--- config.mk ---
export PLATFORM = sky130hd
export DESIGN_NAME = tlb_op_sequencer
export DESIGN_NICKNAME = d
export VERILOG_FILES = /design/src/rtl/tlb_pkg.sv /design/src/rtl/tlb_flush_timer.sv /design/src/rtl/tlb_op_sequencer.sv
export SDC_FILE = /design/constraint.sdc
export NUM_CORES = 1
export LEC_CHECK = 0
export CAP_MARGIN = 20
export CELL_PAD_IN_SITES_DETAIL_PLACEMENT = 1
export CELL_PAD_IN_SITES_GLOBAL_PLACEMENT = 1
export CORE_MARGIN = 5
export CORE_UTILIZATION = 25
export CTS_CLUSTER_SIZE = 10
export DETAILED_ROUTE_END_ITERATION = 12
export GPL_TIMING_DRIVEN = 0
export PLACE_DENSITY_LB_ADDON = 0.3
export SLEW_MARGIN = 40
export SYNTH_ARGS = -nofsm -noshare
export SYNTH_HDL_FRONTEND = slang
export SYNTH_HIERARCHICAL = 1
export SYNTH_SLANG_ARGS = --single-unit
export TNS_END_PERCENT = 5
--- constraint.sdc ---
create_clock -name clk -period 2.6 [get_ports clk]
set_input_delay 0.26 -clock clk [delete_from_list [all_inputs] [get_ports clk]]
set_output_delay 0.26 -clock clk [all_outputs]
set_load 0.02 [all_outputs]
--- src/rtl/tlb_pkg.sv ---
// Shared TLB sequencer constants: request opcodes, TLB op-port encodings, state encoding.
package tlb_pkg;

  localparam logic [2:0] TLBOP_P  = 3'b001;
  localparam logic [2:0] TLBOP_R  = 3'b010;
  localparam logic [2:0] TLBOP_WI = 3'b011;
  localparam logic [2:0] TLBOP_WR = 3'b100;

  localparam logic [1:0] TLB_OP_NORMAL = 2'b00;
  localparam logic [1:0] TLB_OP_READ   = 2'b01;
  localparam logic [1:0] TLB_OP_WI     = 2'b10;
  localparam logic [1:0] TLB_OP_WR     = 2'b11;

  typedef enum logic [2:0] {
    SIdle,
    SProbe,
    SRead,
    SReadWb,
    SWrite,
    SFlush,
    SErr
  } seqState_e;

endpackage

--- src/rtl/tlb_flush_timer.sv ---
// Loadable down-counter that stops at zero; zero flag marks the last flush cycle.
module tlb_flush_timer #(
  parameter int unsigned CNT_W = 4
) (
  input  logic             clk,
  input  logic             rst,
  input  logic             load,
  input  logic [CNT_W-1:0] loadValue,
  output logic             zero
);

  logic [CNT_W-1:0] count;

  always_ff @(posedge clk or posedge rst) begin
    if (rst) begin
      count <= '0;
    end else if (load) begin
      count <= loadValue;
    end else if (count != '0) begin
      count <= count - CNT_W'(1);
    end
  end

  assign zero = (count == '0);

endmodule

--- src/rtl/tlb_op_sequencer.sv ---
// Sequences COP0 TLBP/TLBR/TLBWI/TLBWR onto the shared TLB.
// Define TLB_UTLB_FLUSH_EN to add the post-write translation-prediction flush window.
module tlb_op_sequencer
  import tlb_pkg::*;
#(
  parameter int unsigned FLUSH_CYCLES = 2
) (
  input  logic        clk,
  input  logic        rst,
  input  logic        reqValid,
  input  logic [2:0]  reqOp,
  output logic        reqReady,
  output logic        ack,
  output logic        err,
  output logic        busy,
  output logic [1:0]  tlbOp,
  input  logic [31:0] probeIndex,
  output logic        indexWe,
  output logic [31:0] indexData,
  output logic        entryWe,
  output logic        utlbFlush
);

  if (FLUSH_CYCLES < 1 || FLUSH_CYCLES > 15) begin : gBadFlushCycles
    $error("tlb_op_sequencer: FLUSH_CYCLES must be in 1..15");
  end

  seqState_e   state;
  seqState_e   nextState;
  logic [2:0]  opReg;
  logic        accept;

  assign accept = reqValid && (state == SIdle);

`ifdef TLB_UTLB_FLUSH_EN
  localparam int unsigned FlushCntW = 4;
  logic flushZero;

  tlb_flush_timer #(.CNT_W(FlushCntW)) uFlushTimer (
    .clk       (clk),
    .rst       (rst),
    .load      (state == SWrite),
    .loadValue (FlushCntW'(FLUSH_CYCLES - 1)),
    .zero      (flushZero)
  );
`endif

  always_ff @(posedge clk or posedge rst) begin
    if (rst) state <= SIdle;
    else     state <= nextState;
  end

  // Opcode and probe result are captured in the accept cycle.
  always_ff @(posedge clk or posedge rst) begin
    if (rst) begin
      opReg     <= '0;
      indexData <= '0;
    end else if (accept) begin
      opReg <= reqOp;
      if (reqOp == TLBOP_P) indexData <= probeIndex;
    end
  end

  always_comb begin
    nextState = state;
    case (state)
      SIdle: begin
        if (reqValid) begin
          case (reqOp)
            TLBOP_P:            nextState = SProbe;
            TLBOP_R:            nextState = SRead;
            TLBOP_WI, TLBOP_WR: nextState = SWrite;
            default:            nextState = SErr;
          endcase
        end
      end
      SRead:  nextState = SReadWb;
`ifdef TLB_UTLB_FLUSH_EN
      SWrite: nextState = SFlush;
      SFlush: if (flushZero) nextState = SIdle;
`else
      SWrite: nextState = SIdle;
      SFlush: nextState = SIdle;
`endif
      default: nextState = SIdle;
    endcase
  end

  // Moore decode of the state register; tlbOp is non-normal only in READ and WRITE.
  always_comb begin
    reqReady  = 1'b0;
    busy      = 1'b1;
    ack       = 1'b0;
    err       = 1'b0;
    tlbOp     = TLB_OP_NORMAL;
    indexWe   = 1'b0;
    entryWe   = 1'b0;
    utlbFlush = 1'b0;
    case (state)
      SIdle: begin
        reqReady = 1'b1;
        busy     = 1'b0;
      end
      SProbe: begin
        indexWe = 1'b1;
        ack     = 1'b1;
      end
      SRead:   tlbOp = TLB_OP_READ;
      SReadWb: begin
        entryWe = 1'b1;
        ack     = 1'b1;
      end
      SWrite: begin
        tlbOp = (opReg == TLBOP_WR) ? TLB_OP_WR : TLB_OP_WI;
`ifndef TLB_UTLB_FLUSH_EN
        ack   = 1'b1;
`endif
      end
      SFlush: begin
`ifdef TLB_UTLB_FLUSH_EN
        utlbFlush = 1'b1;
        ack       = flushZero;
`endif
      end
      SErr: begin
        ack = 1'b1;
        err = 1'b1;
      end
      default: ;
    endcase
  end

endmodule
-- Word level (Yosys, flattened, before mapping)
Index checks and enable logic that the tools add are counted.
- add/subtract/negate cells: 0
- $mul: 0
- div/mod/pow operators: 0
- magnitude comparators: 0
- equal/unequal tests: 11
- shift-type cells: 0
- multiplexer cells: 11
- bitwise logic cells: 0
- reduce and logical (&&, ||, !) cells: 5
- operators by type and width (cell ; number):
    $eq A3 B2 Y1 const B ; 4
    $eq A3 B3 Y1 const B ; 4
    $pmux W3 S3 ; 1
    $mux W1 ; 7
    $eq A3 B1 Y1 const B ; 2
    $pmux W3 S2 ; 1
    $pmux W2 S2 ; 1
    $reduce_or A4 Y1 ; 1
    $logic_not A3 Y1 ; 1
    $mux W3 ; 1
    $ne A2 B2 Y1 const B ; 1
    $reduce_and A2 Y1 ; 1
    $reduce_or A2 Y1 ; 1
    $logic_and A1 B1 Y1 ; 1
- register bits after elaboration: 38
- bits in latches: 0
- memory bits (writable): 0
- memory bits (read-only): 0
- input port bits: 38
- output and inout port bits: 41
- logic and storage cells: 30
- memories kept: 0

-- Depth between registers and ports, before layout
- depth in word-level cells: 5
- depth in mapped cells: 5
- depth with buffers taken out: 3

-- Worst setup path before layout
No wires, ideal clock.
- path kind: reg-to-reg
- start: register state[1]
- end: register indexData[0]
- library setup time: 0.125 ns
- data arrival time: 1.514 ns
- data required time: 2.475 ns
- setup slack: 0.960 ns
- stages on the path, launching flop included: 6
- clock period less this slack: 1.640 ns
- cells stage by stage: dfrtp_1 buf_2 nor4b_4 nand3_4 buf_6 mux2_4
- cells in the longest elaborated chain, start to end: 3
- ends and longest elaborated chain (item ; RTL line ; source):
    start, declared ; tlb_op_sequencer.sv:28 ; seqState_e state;
    start signal, assigned ; tlb_op_sequencer.sv:49 ; if (rst) state <= SIdle;
    start signal, assigned ; tlb_op_sequencer.sv:50 ; else state <= nextState;
    $logic_not A3 Y1 ; tlb_op_sequencer.sv:33 ; assign accept = reqValid && (state == SIdle);
    $logic_and A1 B1 Y1 ; tlb_op_sequencer.sv:33 ;
    $reduce_and A2 Y1 (no line) ; -- ;
    end signal, assigned ; tlb_op_sequencer.sv:60 ; if (reqOp == TLBOP_P) indexData <= probeIndex;
    end, declared ; tlb_op_sequencer.sv:19 ; output logic [31:0] indexData,
Every way passes these cells.
A chain may end at the register's enable or synchronous reset.

-- Worst setup path after layout
- start: register state[1]
- end: output port tlbOp[0]
- cells in the longest elaborated chain, start to end: 2
- elaborated cells between the ends (all ways): 3
- those cells by class: 2 x eq/ne; 1 x mux
- ends and longest elaborated chain (item ; RTL line ; source):
    $eq A3 B3 Y1 or $eq A3 B2 Y1 (tied branches) ; tlb_op_sequencer.sv:99 ; case (state)
    $pmux W2 S2 (*) ; tlb_op_sequencer.sv:99 ;
    end, declared ; tlb_op_sequencer.sv:16 ; output logic [1:0] tlbOp,
Every way passes the cells marked *; elsewhere a longest branch is shown, timed or not.

==> run metrics <==
Setup TNS=0 ns; die area=roughly 0.0086 mm2; # diodes=0; initial antenna violation count=0; vias per inst=between 4 and 5; hold buffer count at cts=0; slowest cell on the critical path=clkdlybuf4s50_1; reg2reg start=state[1]$_DFFE_PP0P_; met1 GRT Util=12.2%; crit path max fanout=10; Nets=around 230; outcome=finished clean; Clock transition at path regs=approximately 0.080 ns; Comb pwr share=about 54%; Clock Skew=0.00875 ns; largest net degree at the start of global routing=27; DIE HEIGHT=between 90 and 100 um; DR vias=about 1100; Core Area=approximately 0.0067 mm2; Mapped Area=0.00170 mm2; Period Utilization, post-route=approximately 87%; family with the most delay on the worst path=buffers and inverters; first-pass GRT wire length=between 6000 and 7000 um; cts bufs inserted=5; Seq pwr share=32.9%; Cells after Synth=103; fin crit period=2.26 ns; post-CTS sizing=0; vias in the first global route=approximately 1300; met2 Track Usage GR=~17%; aggregate global routing overflow=0; Clock Power Share=13.2%; Pint=about 2100 uW; initial DRC count=9; critical-path cell list=buf_2 -> nor4b_1 -> mux2i_1 -> nor2_1 -> clkdlybuf4s50_1; root cell of the clock tree=clkbuf_8; Setup WS pre-CTS=~0.57 ns; VDD IR max=0.396 mV; CP max stage delay=0.62 ns; syn nets=roughly 140; share of cells above drive strength 1=29.1%; Total GRT Usage=about a tenth; Worst Setup End Kind=output port; commonest non-fill, non-tap cell in the layout=clkdlybuf4s50_1; met3 global-route usage=under 10%; FP Rows=30; critical path class=reg2out; 1st-pass router iterations=3; TritonCTS clock tree=built; share of the synthesized area in the top cell type=around 56%; DP Wirelength=3330 um; Slew Limit Fails=0; RSZ-0062 raised after global routing=no; critical path required time=around 2.3 ns; Starting Density=25.3%; # IOs=79; Post-route DRC=0; Clock Path Buffers=2; total setup buffers inserted after CTS=0; switching power=about 1100 uW; crit path DAT=around 2 ns; dpl cell area=~0.0026 mm2; fin area=~0.0027 mm2; Critical Path Source Type=flop; sequential area share after synthesis=between 50% and 60%; f_max=443 MHz; IO Port Bufs=77; Clock Latency Late Sink=around 0.29 ns; leakage=about 0.0012 uW; final hold vios=0; Switching Share=a little over a third; clock tree sinks=38; Area growth, synth to finish=58.0%; Avg Cell Area, Syn=about 17 um2; GR peak layer=met2; Routability Congestion=around 0.8; post-route setup slack=0.344 ns; H-tree depth=2; most frequent cells in the layout=clkdlybuf4s50_1 (77), dfrtp_1 (38), mux2_4 (30); ANT nets after route=0; Synth area leaders=dfrtp_1 (56%), mux2_4 (26%), mux2_2 (3.3%); area leader, netlist=dfrtp_1; Worst Setup SP=state[1]$_DFFE_PP0P_; fillers=~700; per-cell routed wire length=15.9 um; Final Setup Violations=0; Routed WL=~4300 um; pwr dens=between 1000 and 1500 mW/mm2; Syn. warnings=6; fin util=roughly 40%; Max Cap Violations=0; synth unique cells=23; die width=approximately 92 um; CP Buf/Inv Count=2; Worst Hold Class=in2async; register bit total from synthesis=38
-- cells in the mapped netlist, drive strengths merged --
library cell / count
dfrtp: 38
mux2: 35
buf: 7
a31oi: 2
and3b: 2
inv: 2
nor2: 2
nor3: 2
nor3b: 2
nor4b: 2
conb: 1
mux2i: 1
nand2b: 1
nand3: 1
o21a: 1
or3: 1
or3b: 1
xnor2: 1
xor2: 1
-- sequential cells by signal (all words and copies together), names as in the netlist --
signal	flops
indexData	32
opReg	3
state	3
-- layout make-up --
type | instances | area [um2] | area share, %
clock inverters | 2 | 12.5 | 0.466
inverters | 2 | 7.51 | 0.279
plain buffers | 7 | 62.6 | 2.33
multi-input cells | 56 | 679 | 25.3
flip-flops and latches | 38 | 951 | 35.4
well taps | 80 | 100 | 3.73
clock buffers | 6 | 82.6 | 3.07
repair buffers | 78 | 791 | 29.4
-- metrics by stage --
step / hold slack, ns / total power [uW] / instances
after floorplan: 0.391 / 1980 / 103
after global placement: 0.487 / 2740 / 260
after detailed placement: 0.494 / 2800 / 261
after CTS: 0.231 / 3250 / 269
after global routing: 0.248 / 3360 / 269
final: 0.233 / 3200 / 269
-- worst reg2reg max path, delay by kind of cell, from the launching register on --
family / cells / cell delay [ns]
buffers and inverters: 2 / 0.38
DFF: 1 / 0.36
muxes: 1 / 0.31
and+or+nand+nor: 2 / 0.64
-- final timing paths --
check | to | slack [ns] | cells after the start
hold reg to reg | indexData[26]$_DFFE_PP0P_ | 0.51 | 1
hold / removal | indexData[17]$_DFFE_PP0P_ | 0.23 | 2
setup / recovery | tlbOp[0] | 0.34 | 5
setup reg to reg | indexData[20]$_DFFE_PP0P_ | 0.80 | 5
min in group clk | indexData[26]$_DFFE_PP0P_ | 0.51 | 1
max in group asynchronous | indexData[11]$_DFFE_PP0P_ | 1.93 | 3
-- cell families (layout without fill, tap and decap cells) --
kind of cell    count (synthesis)  after routing  synth area share (%)
compound gates                  3              3                  1.18
xor+xnor                        2              2                  1.03
flops                          38             38                  55.9
buf+inv                         9             95                  4.12
simple gates                   14             14                  7.14
other cells                     1              1                 0.221
mux                            36             36                  30.4
-- power by group through the flow --
| stage | logic [uW] | clock network (uW) | registers, uW |
|---|---|---|---|
| after floorplan | 653 | 0 | 1330 |
| after global placement | 1700 | 0 | 1040 |
| after detailed placement | 1750 | 0 | 1050 |
| after CTS | 1750 | 444 | 1060 |
| after global routing | 1800 | 464 | 1090 |
| final | 1720 | 423 | 1050 |
-- routing by layer --
layer	wire [um]	share of wire [%]
met5	0	0
met3	282	6.6
met1	1790	42
met2	2150	50
met4	69	1.6
Note: power is estimated with default switching activity, not from simulation.
